--- config.mk ---
export PLATFORM = sky130hd
export DESIGN_NAME = oam_dma_ctrl_flat
export DESIGN_NICKNAME = d
export VERILOG_FILES = /design/src/rtl/oam_dma_ctrl_if.sv /design/src/rtl/oam_dma_ctrl.sv /design/src/flat_wrapper.sv
export SDC_FILE = /design/constraint.sdc
export NUM_CORES = 1
export LEC_CHECK = 0
export BUFFER_PORTS_ARGS = -buffer_cell sky130_fd_sc_hd__buf_2
export CORE_MARGIN = 4
export CORE_UTILIZATION = 51
export CTS_BUF_LIST = sky130_fd_sc_hd__clkbuf_16
export CTS_CLUSTER_SIZE = 30
export DETAILED_ROUTE_END_ITERATION = 10
export GPL_TIMING_DRIVEN = 1
export PLACE_DENSITY = 0.91
export SETUP_SLACK_MARGIN = 0.15
export SLEW_MARGIN = 20
export SYNTH_ARGS = -nofsm -noshare
export SYNTH_HDL_FRONTEND = slang
export SYNTH_SLANG_ARGS = --single-unit
--- constraint.sdc ---
create_clock -name clk -period 2.9 [get_ports clk]
set_input_delay 0.145 -clock clk [delete_from_list [all_inputs] [get_ports clk]]
set_output_delay 0.145 -clock clk [all_outputs]
set_load 0.005 [all_outputs]
--- src/rtl/oam_dma_ctrl_if.sv ---
// Bus bundle between the CPU/system-bus side and the OAM sprite-DMA sequencer.
// The master side supplies the CPU cycle strobe, the CPU bus and the read data
// returned by the system bus; the slave side (the DMA sequencer) returns the
// CPU stall and the DMA bus drive used by the top-level bus mux.

interface oam_dma_ctrl_if;

    // CPU cycle strobe and CPU bus
    logic        cpu_ce;
    logic [15:0] cpu_addr;
    logic        cpu_rw;
    logic [7:0]  cpu_dout;

    // Read data returned by the system bus
    logic [7:0]  bus_din;

    // CPU stall and DMA bus drive
    logic        cpu_rdy;
    logic        dma_active;
    logic [15:0] dma_addr;
    logic        dma_rw;
    logic [7:0]  dma_dout;

    modport master (
        output cpu_ce,
        output cpu_addr,
        output cpu_rw,
        output cpu_dout,
        output bus_din,
        input  cpu_rdy,
        input  dma_active,
        input  dma_addr,
        input  dma_rw,
        input  dma_dout
    );

    modport slave (
        input  cpu_ce,
        input  cpu_addr,
        input  cpu_rw,
        input  cpu_dout,
        input  bus_din,
        output cpu_rdy,
        output dma_active,
        output dma_addr,
        output dma_rw,
        output dma_dout
    );

endinterface

--- src/rtl/oam_dma_ctrl.sv ---
// NES sprite-DMA sequencer. A CPU write to DMA_REG_ADDR stalls the CPU and
// copies the 256 bytes of the written page into OAM through OAM_DATA_ADDR,
// alternating one read and one write bus cycle per byte. A dummy HALT cycle,
// plus an ALIGN cycle when needed, makes every READ land on an even CPU cycle.
// Everything advances only on clk edges qualified by cpu_ce; outputs are a
// pure decode of registered state, so they only move on those edges or reset.

module oam_dma_ctrl #(
    parameter logic [15:0] DMA_REG_ADDR  = 16'h4014,
    parameter logic [15:0] OAM_DATA_ADDR = 16'h2004
) (
    input  logic           clk,
    input  logic           rst,
    oam_dma_ctrl_if.slave  bus
);

    typedef enum logic [2:0] {
        IDLE,
        HALT,
        ALIGN,
        READ,
        WRITE
    } state_t;

    state_t      state;
    state_t      state_next;

    // par is 0 during even CPU cycles, counted from reset
    logic        par;
    logic [7:0]  page;
    logic [7:0]  idx;
    logic [7:0]  data_buf;

    logic        trigger;
    logic        last_byte;

    // A CPU write to the DMA register ends this CPU cycle; a read does not count
    assign trigger   = bus.cpu_ce && !bus.cpu_rw && (bus.cpu_addr == DMA_REG_ADDR);
    assign last_byte = (idx == 8'hFF);

    // State register: only moves when the CPU cycle ends, reset wins at once
    always_ff @(posedge clk) begin
        if (rst) begin
            state <= IDLE;
        end else begin
            state <= state_next;
        end
    end

    // Next-state logic: the transfer sequence, frozen while cpu_ce is low
    always_comb begin
        state_next = state;
        if (bus.cpu_ce) begin
            case (state)
                IDLE: begin
                    if (trigger) begin
                        state_next = HALT;
                    end
                end
                HALT: begin
                    // par=0 means HALT was even, so the next cycle is odd and
                    // needs one extra dummy cycle before the first READ
                    if (par) begin
                        state_next = READ;
                    end else begin
                        state_next = ALIGN;
                    end
                end
                ALIGN: begin
                    state_next = READ;
                end
                READ: begin
                    state_next = WRITE;
                end
                WRITE: begin
                    if (last_byte) begin
                        state_next = IDLE;
                    end else begin
                        state_next = READ;
                    end
                end
                default: begin
                    state_next = IDLE;
                end
            endcase
        end
    end

    // Datapath: cycle parity, source page, byte index and the byte in flight
    always_ff @(posedge clk) begin
        if (rst) begin
            par      <= 1'b0;
            page     <= 8'h00;
            idx      <= 8'h00;
            data_buf <= 8'h00;
        end else if (bus.cpu_ce) begin
            par <= ~par;
            case (state)
                IDLE: begin
                    if (trigger) begin
                        page <= bus.cpu_dout;
                        idx  <= 8'h00;
                    end
                end
                READ: begin
                    data_buf <= bus.bus_din;
                end
                WRITE: begin
                    // idx stops at $FF so the final byte never wraps the index
                    if (!last_byte) begin
                        idx <= idx + 8'h01;
                    end
                end
                default: begin
                end
            endcase
        end
    end

    // Moore output decode: each state's bus drive for the whole CPU cycle
    always_comb begin
        bus.cpu_rdy    = 1'b1;
        bus.dma_active = 1'b0;
        bus.dma_addr   = 16'h0000;
        bus.dma_rw     = 1'b1;
        bus.dma_dout   = 8'h00;
        case (state)
            IDLE: begin
            end
            HALT, ALIGN: begin
                bus.cpu_rdy    = 1'b0;
                bus.dma_active = 1'b1;
            end
            READ: begin
                bus.cpu_rdy    = 1'b0;
                bus.dma_active = 1'b1;
                bus.dma_addr   = {page, idx};
            end
            WRITE: begin
                bus.cpu_rdy    = 1'b0;
                bus.dma_active = 1'b1;
                bus.dma_addr   = OAM_DATA_ADDR;
                bus.dma_rw     = 1'b0;
                bus.dma_dout   = data_buf;
            end
            default: begin
            end
        endcase
    end

endmodule

--- src/flat_wrapper.sv ---
// flat-port wrapper written by rule: the top's interface ports become plain ports
module oam_dma_ctrl_flat 
#(
    parameter logic [15:0] DMA_REG_ADDR  = 16'h4014,
    parameter logic [15:0] OAM_DATA_ADDR = 16'h2004
)
  (clk, rst, bus_cpu_ce, bus_cpu_addr, bus_cpu_rw, bus_cpu_dout, bus_bus_din, bus_cpu_rdy, bus_dma_active, bus_dma_addr, bus_dma_rw, bus_dma_dout);
  oam_dma_ctrl_if bus_i ();
  input  logic clk;
  input  logic rst;
  input wire logic [$bits(bus_i.cpu_ce)-1:0] bus_cpu_ce;
  input wire logic [$bits(bus_i.cpu_addr)-1:0] bus_cpu_addr;
  input wire logic [$bits(bus_i.cpu_rw)-1:0] bus_cpu_rw;
  input wire logic [$bits(bus_i.cpu_dout)-1:0] bus_cpu_dout;
  input wire logic [$bits(bus_i.bus_din)-1:0] bus_bus_din;
  output wire logic [$bits(bus_i.cpu_rdy)-1:0] bus_cpu_rdy;
  output wire logic [$bits(bus_i.dma_active)-1:0] bus_dma_active;
  output wire logic [$bits(bus_i.dma_addr)-1:0] bus_dma_addr;
  output wire logic [$bits(bus_i.dma_rw)-1:0] bus_dma_rw;
  output wire logic [$bits(bus_i.dma_dout)-1:0] bus_dma_dout;
  assign bus_i.cpu_ce = bus_cpu_ce;
  assign bus_i.cpu_addr = bus_cpu_addr;
  assign bus_i.cpu_rw = bus_cpu_rw;
  assign bus_i.cpu_dout = bus_cpu_dout;
  assign bus_i.bus_din = bus_bus_din;
  assign bus_cpu_rdy = bus_i.cpu_rdy;
  assign bus_dma_active = bus_i.dma_active;
  assign bus_dma_addr = bus_i.dma_addr;
  assign bus_dma_rw = bus_i.dma_rw;
  assign bus_dma_dout = bus_i.dma_dout;
  oam_dma_ctrl #(.DMA_REG_ADDR(DMA_REG_ADDR), .OAM_DATA_ADDR(OAM_DATA_ADDR)) u_core (.clk(clk), .rst(rst), .bus(bus_i));
endmodule
# After elaboration in Yosys (flattened, before gate mapping)

Cells that the tools add are included.

Register bits: 28
Logic and storage cells: 37
Output and inout bits: 27
Input bits: 36

Reduce and logical (&&, ||, !) cells: 10
Equality and inequality tests: 8
$add $sub $neg: 1
Bitwise gates (word level): 1
Muxes and demuxes: 12

Operators with widths:

| operator                                               | count |
|---|---|
| one-hot mux 16 bit (2 select lines)                    | 1 |
| two-way mux 8 bit                                      | 3 |
| equality test 16 x 15 -> 1 bit (second input constant) | 1 |
| one-hot mux 8 bit (2 select lines)                     | 1 |
| one-hot mux 3 bit (5 select lines)                     | 1 |
| adder 8 x 1 -> 8 bit (second input constant)           | 1 |
| equality test 8 bit (second input constant)            | 1 |
| equality test 3 x 2 -> 1 bit (second input constant)   | 2 |
| two-way mux 1 bit                                      | 4 |
| AND reduction 2 bit                                    | 2 |
| AND reduction 4 bit                                    | 1 |
| OR reduction 4 bit                                     | 1 |
| equality test 3 x 1 -> 1 bit (second input constant)   | 1 |
| equality test 3 bit (second input constant)            | 1 |
| logical NOT 3 bit                                      | 1 |
| two-way mux 3 bit                                      | 1 |
| AND reduction 3 bit                                    | 1 |
| logical AND 1 bit                                      | 2 |
| two-way mux 2 bit                                      | 1 |
| != test 2 x 1 -> 1 bit (second input constant)         | 1 |
| != test 2 bit (second input constant)                  | 1 |
| nonzero test 2 bit                                     | 1 |
| logical NOT 1 bit                                      | 1 |
| inverter 1 bit                                         | 1 |

# Depth between registers and ports, before layout

Gate-level depths: netlist of the first run.

Word-level depth: 5
Depth in mapped cells: 7
Gate-level depth less buffers: 6

# Least setup slack after synthesis of the first run

OpenSTA, ideal clock, no wires.

Kind: reg-to-reg
Start point: register u_core.state[0]
End point: register u_core.page[0]
Stages on the path, launching flop included: 6
Data required time: 2772 ps
Period minus slack after synthesis: 1603 ps
Buffers on the path: 1
Slack: 1297 ps
Setup time: 128 ps
Arrival time: 1476 ps
Cells stage by stage: dfxtp_1 -> buf_6 -> or3_4 -> nor3_4 -> mux2i_1 -> nor2_1

Word-level cells in the longest chain between the ends: 2

Ends and longest elaborated chain:

| item                                 | RTL line            | RTL |
|---|---|---|
| from (decl)                          | oam_dma_ctrl.sv:25  | `state_t state;` |
| from (signal assigned)               | oam_dma_ctrl.sv:46  | `state <= state_next;` |
| logical NOT 3 bit                    | oam_dma_ctrl.sv:98  | `case (state)` |
| AND reduction 3 bit (no source line) | n/a                 |  |
| to (signal assigned)                 | oam_dma_ctrl.sv:101 | `page <= bus.cpu_dout;` |
| to (decl)                            | oam_dma_ctrl.sv:30  | `logic [7:0] page;` |

Every way passes these cells.
A chain may end at the register's enable or synchronous reset.

# Final worst setup path of the first run

Start point: register u_core.state[2]
End point: output bus_dma_addr[2]

Word-level cells in the longest chain between the ends: 2
Elaborated cells between the ends (all ways): 3
Those cells by class: eq/ne (2); mux (1)

Ends and longest elaborated chain:

| item                                                                       | RTL line            | RTL |
|---|---|---|
| equality test 3 bit / equality test 3 x 2 -> 1 bit (equally long branches) | oam_dma_ctrl.sv:127 | `case (state)` |
| one-hot mux 16 bit (2 select lines) (*)                                    | oam_dma_ctrl.sv:127 |  |
| to (decl)                                                                  | flat_wrapper.sv:18  | `output wire logic [$bits(bus_i.dma_addr)-1:0] bus_dma_addr;` |

Mark *: on every way between the ends. The rest lies on a longest branch, timed or not.

==> results of run 1 <==
-- path summary, 6_finish.rpt --
kind | start | end | slack (ns) | cells after the start
hold reg to reg | u_core.data_buf[0] | u_core.data_buf[0] | 0.45 | 2
hold / removal | bus_bus_din[0] | u_core.data_buf[0] | 0.12 | 3
setup / recovery | u_core.state[2] | bus_dma_addr[2] | 0.86 | 4
setup reg to reg | u_core.state[2] | u_core.idx[7] | 0.86 | 5
-- cell type report --
class / count / area (µm²) / share of cell area, %
multi-input combinational: 136 / 863.3 / 46.06
clock inverter: 1 / 3.754 / 0.2003
timing repair buffer: 63 / 317.8 / 16.96
sequential: 28 / 560.5 / 29.91
inverter: 4 / 15.01 / 0.8011
tap: 31 / 38.79 / 2.069
clock buffer: 3 / 75.07 / 4.005
-- sequential cells by signal, summed over array words and instances (netlist names) --
register,cells
u_core.data_buf,8
u_core.page,8
u_core.par,1
u_core.state,3
u_core.idx,8
-- Yosys cell counts, drive strengths merged (3+ instances only) --
| cell type | number |
|---|---|
| dfxtp | 28 |
| clkbuf | 7 |
| inv | 3 |
| o21a | 3 |
| nor2 | 15 |
| o21ai | 6 |
| nand2 | 26 |
| nand4 | 3 |
| buf | 3 |
| mux2i | 10 |
| nor3b | 3 |
| and2 | 23 |
| a21oi | 13 |
| nand3 | 3 |
-- per-layer routing --
layer / routed length (µm) / vias up
met5: 0 / -
li1: - / 734
met2: 1686 / 56
met3: 347 / 6
met4: 35 / 0
met1: 1408 / 635
-- metrics by stage --
| step | utilization (%) | instance area, µm² |
|---|---|---|
| final | 67.39 | 1874 |
| after global routing | 67.39 | 1874 |
| after CTS | 67.39 | 1874 |
| after detailed placement | 64.55 | 1795 |
| after global placement | 64.55 | 1795 |
| after floorplan | - | 1486 |
-- layout by cell type (no fill, tap or decap), types with 2 or more instances in the layout --
| master | n |
|---|---|
| sky130_fd_sc_hd__nor4_2 | 2 |
| sky130_fd_sc_hd__inv_1 | 3 |
| sky130_fd_sc_hd__nor2_1 | 15 |
| sky130_fd_sc_hd__and2_1 | 22 |
| sky130_fd_sc_hd__and3_1 | 2 |
| sky130_fd_sc_hd__buf_2 | 62 |
| sky130_fd_sc_hd__mux2i_1 | 10 |
| sky130_fd_sc_hd__nor3b_1 | 2 |
| sky130_fd_sc_hd__a31oi_1 | 2 |
| sky130_fd_sc_hd__o21ai_0 | 5 |
| sky130_fd_sc_hd__o21a_1 | 3 |
| sky130_fd_sc_hd__dfxtp_1 | 28 |
| sky130_fd_sc_hd__clkbuf_16 | 3 |
| sky130_fd_sc_hd__nand4_1 | 3 |
| sky130_fd_sc_hd__a221oi_1 | 2 |
| sky130_fd_sc_hd__nand3_1 | 3 |
| sky130_fd_sc_hd__nand2_1 | 26 |
| sky130_fd_sc_hd__nand2b_1 | 2 |
| sky130_fd_sc_hd__a21oi_1 | 13 |
| sky130_fd_sc_hd__clkinv_1 | 2 |
-- power groups by stage --
stage,Combinational [mW],Sequential (mW),Clock (mW)
after floorplan,0.0156,0.395,0
after global placement,0.0412,0.396,0
after detailed placement,0.0420,0.396,0
after CTS,0.0423,0.387,0.311
after global routing,0.0468,0.387,0.328
final,0.0419,0.387,0.308
-- worst min-delay path, stage by stage --
cell                      delay, ns
sky130_fd_sc_hd__buf_2         0.10
sky130_fd_sc_hd__nand2_1       0.04
sky130_fd_sc_hd__a21oi_1       0.05
-- logic make-up (layout without fill, tap and decap cells) --
kind of cell / after synthesis / in the layout / synth area share (%)
fa+ha+maj: 1 / 1 / 0.8416
flops: 28 / 28 / 37.71
buf+inv: 14 / 71 / 4.207
compound gates: 36 / 36 / 16.16
mux: 11 / 11 / 7.492
simple gates: 87 / 87 / 33.00
xor+xnor: 1 / 1 / 0.5893
==> flow_metrics.tcl, run 1 <==
set metrics [dict create \
    max_stage_delay_ns 0.53 \
    fin_setup_tns_ns 0 \
    timing.setup.critical_path_class "flop to output pin" \
    floorplan.die.height_um 61.99 \
    tritoncts "yes" \
    buffer_ports.inserted 62 \
    detail_route.iter0.violations 35 \
    power_frac_comb_pct 5.7 \
    met1_usage_pct 22.56 \
    cts_hold_repair.buffers 0 \
    share_of_yosys_cell_area_claimed_by_the_top_area_cell_type_pct 37.71 \
    synth_edf_count 0 \
    grt_busiest_layer "met2" \
    hold_path.class "input pin to flop" \
    grt_max_degree 29 \
    netlist_top_cells_area "sky130_fd_sc_hd__dfxtp_1, sky130_fd_sc_hd__and2_1, sky130_fd_sc_hd__mux2i_1" \
    power_density_relative_to_cell_area_mw_per_mm2 393.3 \
    fin_hold_ws_ns 0.1178 \
    critical_path.cell_chain "nor3b_4 > clkinv_1 > nand2_1 > buf_2" \
    synth.ff_latch_count 28 \
    post_synth_instance_area_mm2 0.001486 \
    cell_accounting_for_the_most_synthesized_area "sky130_fd_sc_hd__dfxtp_1" \
    power.ir.vdd_worst_v 0.0005386 \
    syn_to_final_growth_pct 26.09 \
    overflow_after_grt 0 \
    min_period_ns 2.045 \
    post_synth.cell_area_avg_um2 8.351 \
    timing.final.setup_violations 0 \
    routabilityCongestion 0.8121 \
    synthCells 178 \
    std_cell_rows 19 \
    timing.critical_path.fanout_max 14 \
    placeable_area_mm2 0.002781 \
    cp.buffers_inverters 2 \
    clkPwrFrac_pct 41.8 \
    synth_seq_area_share_pct 37.71 \
    initial_standard_cell_utilization_of_the_core_pct 53.44 \
    maxClockFrequency_mhz 489.0 \
    setup_repair_after_global_routing_missed_its_margin "false" \
    power_switching_mw 0.1442 \
    post_drt_via_cell_ratio 5.380 \
    switching_power_share_of_the_total_pct 19.56 \
    max-slew-margin-rel_pct 64.70 \
    cts-root-buf "sky130_fd_sc_hd__clkbuf_16" \
    dr_wl_cell_um 13.07 \
    grt_pass1_vias 1273 \
    die_area_mm2 0.003842 \
    grt_pass1_wl_mm 5.478 \
    vias_after_detailed_routing 1431 \
    postCtsResizedCells 0 \
    globalRouteMet3Util_pct 4.132 \
    clock_sink_count 28 \
    globalRouteMet2Util_pct 33.88 \
    overall_die_width_um 61.99 \
    cts-root-to-sink-buffers 2 \
    cellLeakagePower_nw 0.8219 \
    final_hold_viol_count 0 \
    yosysWarningCount 0 \
    overall_power_of_the_completed_layout_mw 0.7371 \
    number_of_antenna_violations_at_the_first_check_in_global_routing 0 \
    layout_setup_ws_ns 0.8550 \
    number_of_i_o_pins 63 \
    final-instance-count-excl-fill 266 \
    worst_ep_required_time_ns 2.76 \
    cts_post_setup_buffers_inserted 0 \
    htree_num_levels 1 \
    arrival_ns 1.90 \
    yosys_most_used_dff "sky130_fd_sc_hd__dfxtp_1" \
    timing.critical_path.to_type "output pin" \
    startpoint_type "flop" \
    drt-total-wl_mm 3.477 \
    clock_latency_ns 0.26 \
    status "complete, no violations" \
    tightest_slew_ns 0.5279 \
    design.final.nets 273 \
    yosysUniqueCellTypes 47 \
    drc 0 \
    layout.filler_cells 238 \
    placedCellCount 262 \
    pre_cts_slack_ns 0.8741 \
    maxSlewViolCount 0 \
    max-cap-violations 0 \
    post_route_cells_drive_above_1_share_pct 32.77 \
    post-dp-hpwl_mm 2.554 \
    sequentialPowerShare_pct 52.5 \
    path_clk_slew_ns 0.07 \
    synth-async-reset-ratio_pct 0 \
    firstDrtPassIters 4 \
    grt_util_all_layers_pct 18.94 \
    number_of_antenna_repair_diodes 0 \
    timing.clock.skew_ns 0.003880 \
    portion_of_the_clock_cycle_consumed_by_the_worst_path_in_the_final_layout_pct 70.52 \
    p_int_mw 0.5929 \
    synth.net_count 215 \
    detail-route-antenna-nets 0 \
    crit_path_top_delay_cell "sky130_fd_sc_hd__nor3b_4" \
    crit_family "simple AND/OR/NAND/NOR gates" \
    cts_buffers 3 \
]
No activity file was read; power rests on OpenSTA's default activity.
==> inputs of run 2 (changes only) <==
Settings changed: CORE_UTILIZATION 51 to 47, PLACE_DENSITY 0.91 to 0.85.
Clock period 2.9 ns to 2 ns, I/O delays scaled along.
==> run 2 against run 1 <==
  * First-iteration DRC count increased by 51%
  * Critical path depth unchanged
  * Final cell count increased by 6.4%
  * Highest routed layer unchanged
==> flow_metrics.tcl, run 2 (synthesis gave the netlist of run 1 again) <==
set metrics [dict create \
    fin_setup_tns_ns 0 \
    drt-total-wl_mm 3.496 \
    setup_repair_after_global_routing_missed_its_margin "false" \
    seq_area_um2 563.0 \
    clkPwrFrac_pct 48.1 \
    switching_power_share_of_the_total_pct 17.37 \
    vias_after_detailed_routing 1456 \
    detail-route-antenna-nets 0 \
    max-cap-violations 0 \
    sequentialPowerShare_pct 46.7 \
    number_of_antenna_repair_diodes 0 \
    min_path_cells 3 \
    maxSlewViolCount 0 \
    std_cell_rows 20 \
    mostFrequentLayoutCell "sky130_fd_sc_hd__buf_2" \
    grt_pass1_vias 1390 \
    timing.clock.skew_ns 0.004614 \
    tightest_slew_ns 0.4013 \
    dr_wl_cell_um 12.35 \
    most-common-layout-cells "sky130_fd_sc_hd__buf_2, sky130_fd_sc_hd__nand2_1, sky130_fd_sc_hd__dfxtp_1" \
    arrival_ns 1.65 \
    design.final.nets 277 \
    p_int_mw 0.9911 \
    reg2reg_depth 5 \
    power_frac_comb_pct 5.2 \
    portion_of_the_clock_cycle_consumed_by_the_worst_path_in_the_final_layout_pct 87.28 \
    grt_max_degree 28 \
    clock_latency_ns 0.26 \
    placeable_area_mm2 0.003028 \
    final_hold_viol_count 0 \
    syn_to_final_growth_pct 31.14 \
    power_switching_mw 0.2084 \
    cellLeakagePower_nw 0.8570 \
    fin_hold_ws_ns 0.07325 \
    hold_path.class "input pin to flop" \
    overall_die_width_um 64.24 \
    registers_with_the_highest_flip_flop_counts "u_core.data_buf x8, u_core.idx x8, u_core.page x8" \
    clock_sink_count 28 \
    min_period_ns 1.746 \
    die_area_mm2 0.004126 \
    worst_ep_required_time_ns 1.90 \
    cts-root-buf "sky130_fd_sc_hd__clkbuf_16" \
    timing.critical_path.fanout_max 11 \
    status "complete, no violations" \
    detail_route.iter0.violations 53 \
    layout.filler_cells 287 \
    maxClockFrequency_mhz 572.9 \
    timing.critical_path.to_type "output pin" \
    cts-root-to-sink-buffers 2 \
    power_density_relative_to_cell_area_mw_per_mm2 615.3 \
    post-dp-hpwl_mm 2.652 \
    multiInputGateArea_um2 863.3 \
    holdCritStartpoint "bus_cpu_dout[7]" \
    htree_num_levels 1 \
    overflow_after_grt 0 \
    post_route_cells_drive_above_1_share_pct 35.56 \
    crit-reg2reg-launch "u_core.state[2]" \
    initial_standard_cell_utilization_of_the_core_pct 49.09 \
    buffer_ports.inserted 62 \
    grt_util_all_layers_pct 17.74 \
    drc 0 \
    number_of_antenna_violations_at_the_first_check_in_global_routing 0 \
    max-slew-margin-rel_pct 72.88 \
    layout_setup_ws_ns 0.2544 \
    post_drt_via_cell_ratio 5.145 \
    number_of_i_o_pins 63 \
    timing.final.setup_violations 0 \
    cts_hold_repair.buffers 0 \
    cts_post_setup_buffers_inserted 0 \
    pre_cts_slack_ns 0.2212 \
    tritoncts "yes" \
    routabilityCongestion 0.8000 \
    power.ir.vdd_worst_v 0.0004959 \
    startpoint_type "flop" \
    r2r-end "u_core.idx[0]" \
    timing.setup.critical_path_class "flop to output pin" \
    hold_path_end "u_core.page[7]" \
    firstDrtPassIters 4 \
    cts_buffers 3 \
    grt_pass1_wl_mm 6.037 \
    setup.reg_to_reg.worst_slack_ns 0.30 \
    floorplan.die.height_um 64.24 \
    path_clk_slew_ns 0.07 \
]
-- run 2: per-stage QoR --
stage / power (mW) / cell area [µm²] / util, % / cells
after CTS: 1.208 / 1947 / 64.30 / 283
after detailed placement: 0.6356 / 1842 / 60.83 / 279
after global routing: 1.239 / 1949 / 64.38 / 283
after global placement: 0.6346 / 1842 / 60.83 / 279
final: 1.200 / 1949 / 64.38 / 283
after floorplan: 0.5960 / 1486 / - / 178
-- run 2: worst max-delay path by stage --
| stage | from | end | slack, ns | cells past startpoint |
|---|---|---|---|---|
| after CTS | u_core.state[2] | u_core.idx[7] | 0.21 | 5 |
| after global routing | u_core.state[2] | bus_dma_dout[2] | 0.18 | 4 |
| final | u_core.state[2] | bus_dma_dout[2] | 0.25 | 4 |
| after floorplan | u_core.state[0] | u_core.page[0] | 0.40 | 5 |
| after global placement | u_core.state[2] | u_core.idx[7] | 0.30 | 5 |
| after detailed placement | u_core.state[2] | u_core.idx[7] | 0.22 | 5 |
-- run 2: power groups by stage --
stage | sequential, mW | clock (mW) | combinational [mW]
CTS | 0.561 | 0.585 | 0.0621
global route | 0.560 | 0.609 | 0.0697
detailed placement | 0.574 | 0 | 0.0620
global placement | 0.573 | 0 | 0.0611
floorplan | 0.573 | 0 | 0.0226
finish | 0.561 | 0.577 | 0.0618
-- run 2: critical path: stages, from the launching register on --
cell and delay, ns:
sky130_fd_sc_hd__dfxtp_1 0.51, sky130_fd_sc_hd__nor3b_4 0.39, sky130_fd_sc_hd__buf_4 0.21, sky130_fd_sc_hd__and2_1 0.16
sky130_fd_sc_hd__buf_2 0.12
-- run 2: area by class of cell --
class                      count  share of cell area (%)
multi-input combinational    136                   44.29
sequential                    28                   28.88
timing repair buffer          67                   17.84
clock buffer                   3                   3.851
tap                           44                   2.824
clock inverter                 1                   1.540
inverter                       4                  0.7702
-- run 2: per-layer routing --
layer,GRT usage [%],vias up,part of all wire [%]
met5,0,-,0
met4,6.596,0,1.5
met3,3.515,4,9.0
met2,30.58,54,48
met1,21.65,660,42
li1,-,738,-
-- run 2: what timing repair did --
action,CTS,global route
gates resized for setup,0,3
endpoints found under the setup margin,0,18
hold endpoints to repair,0,0
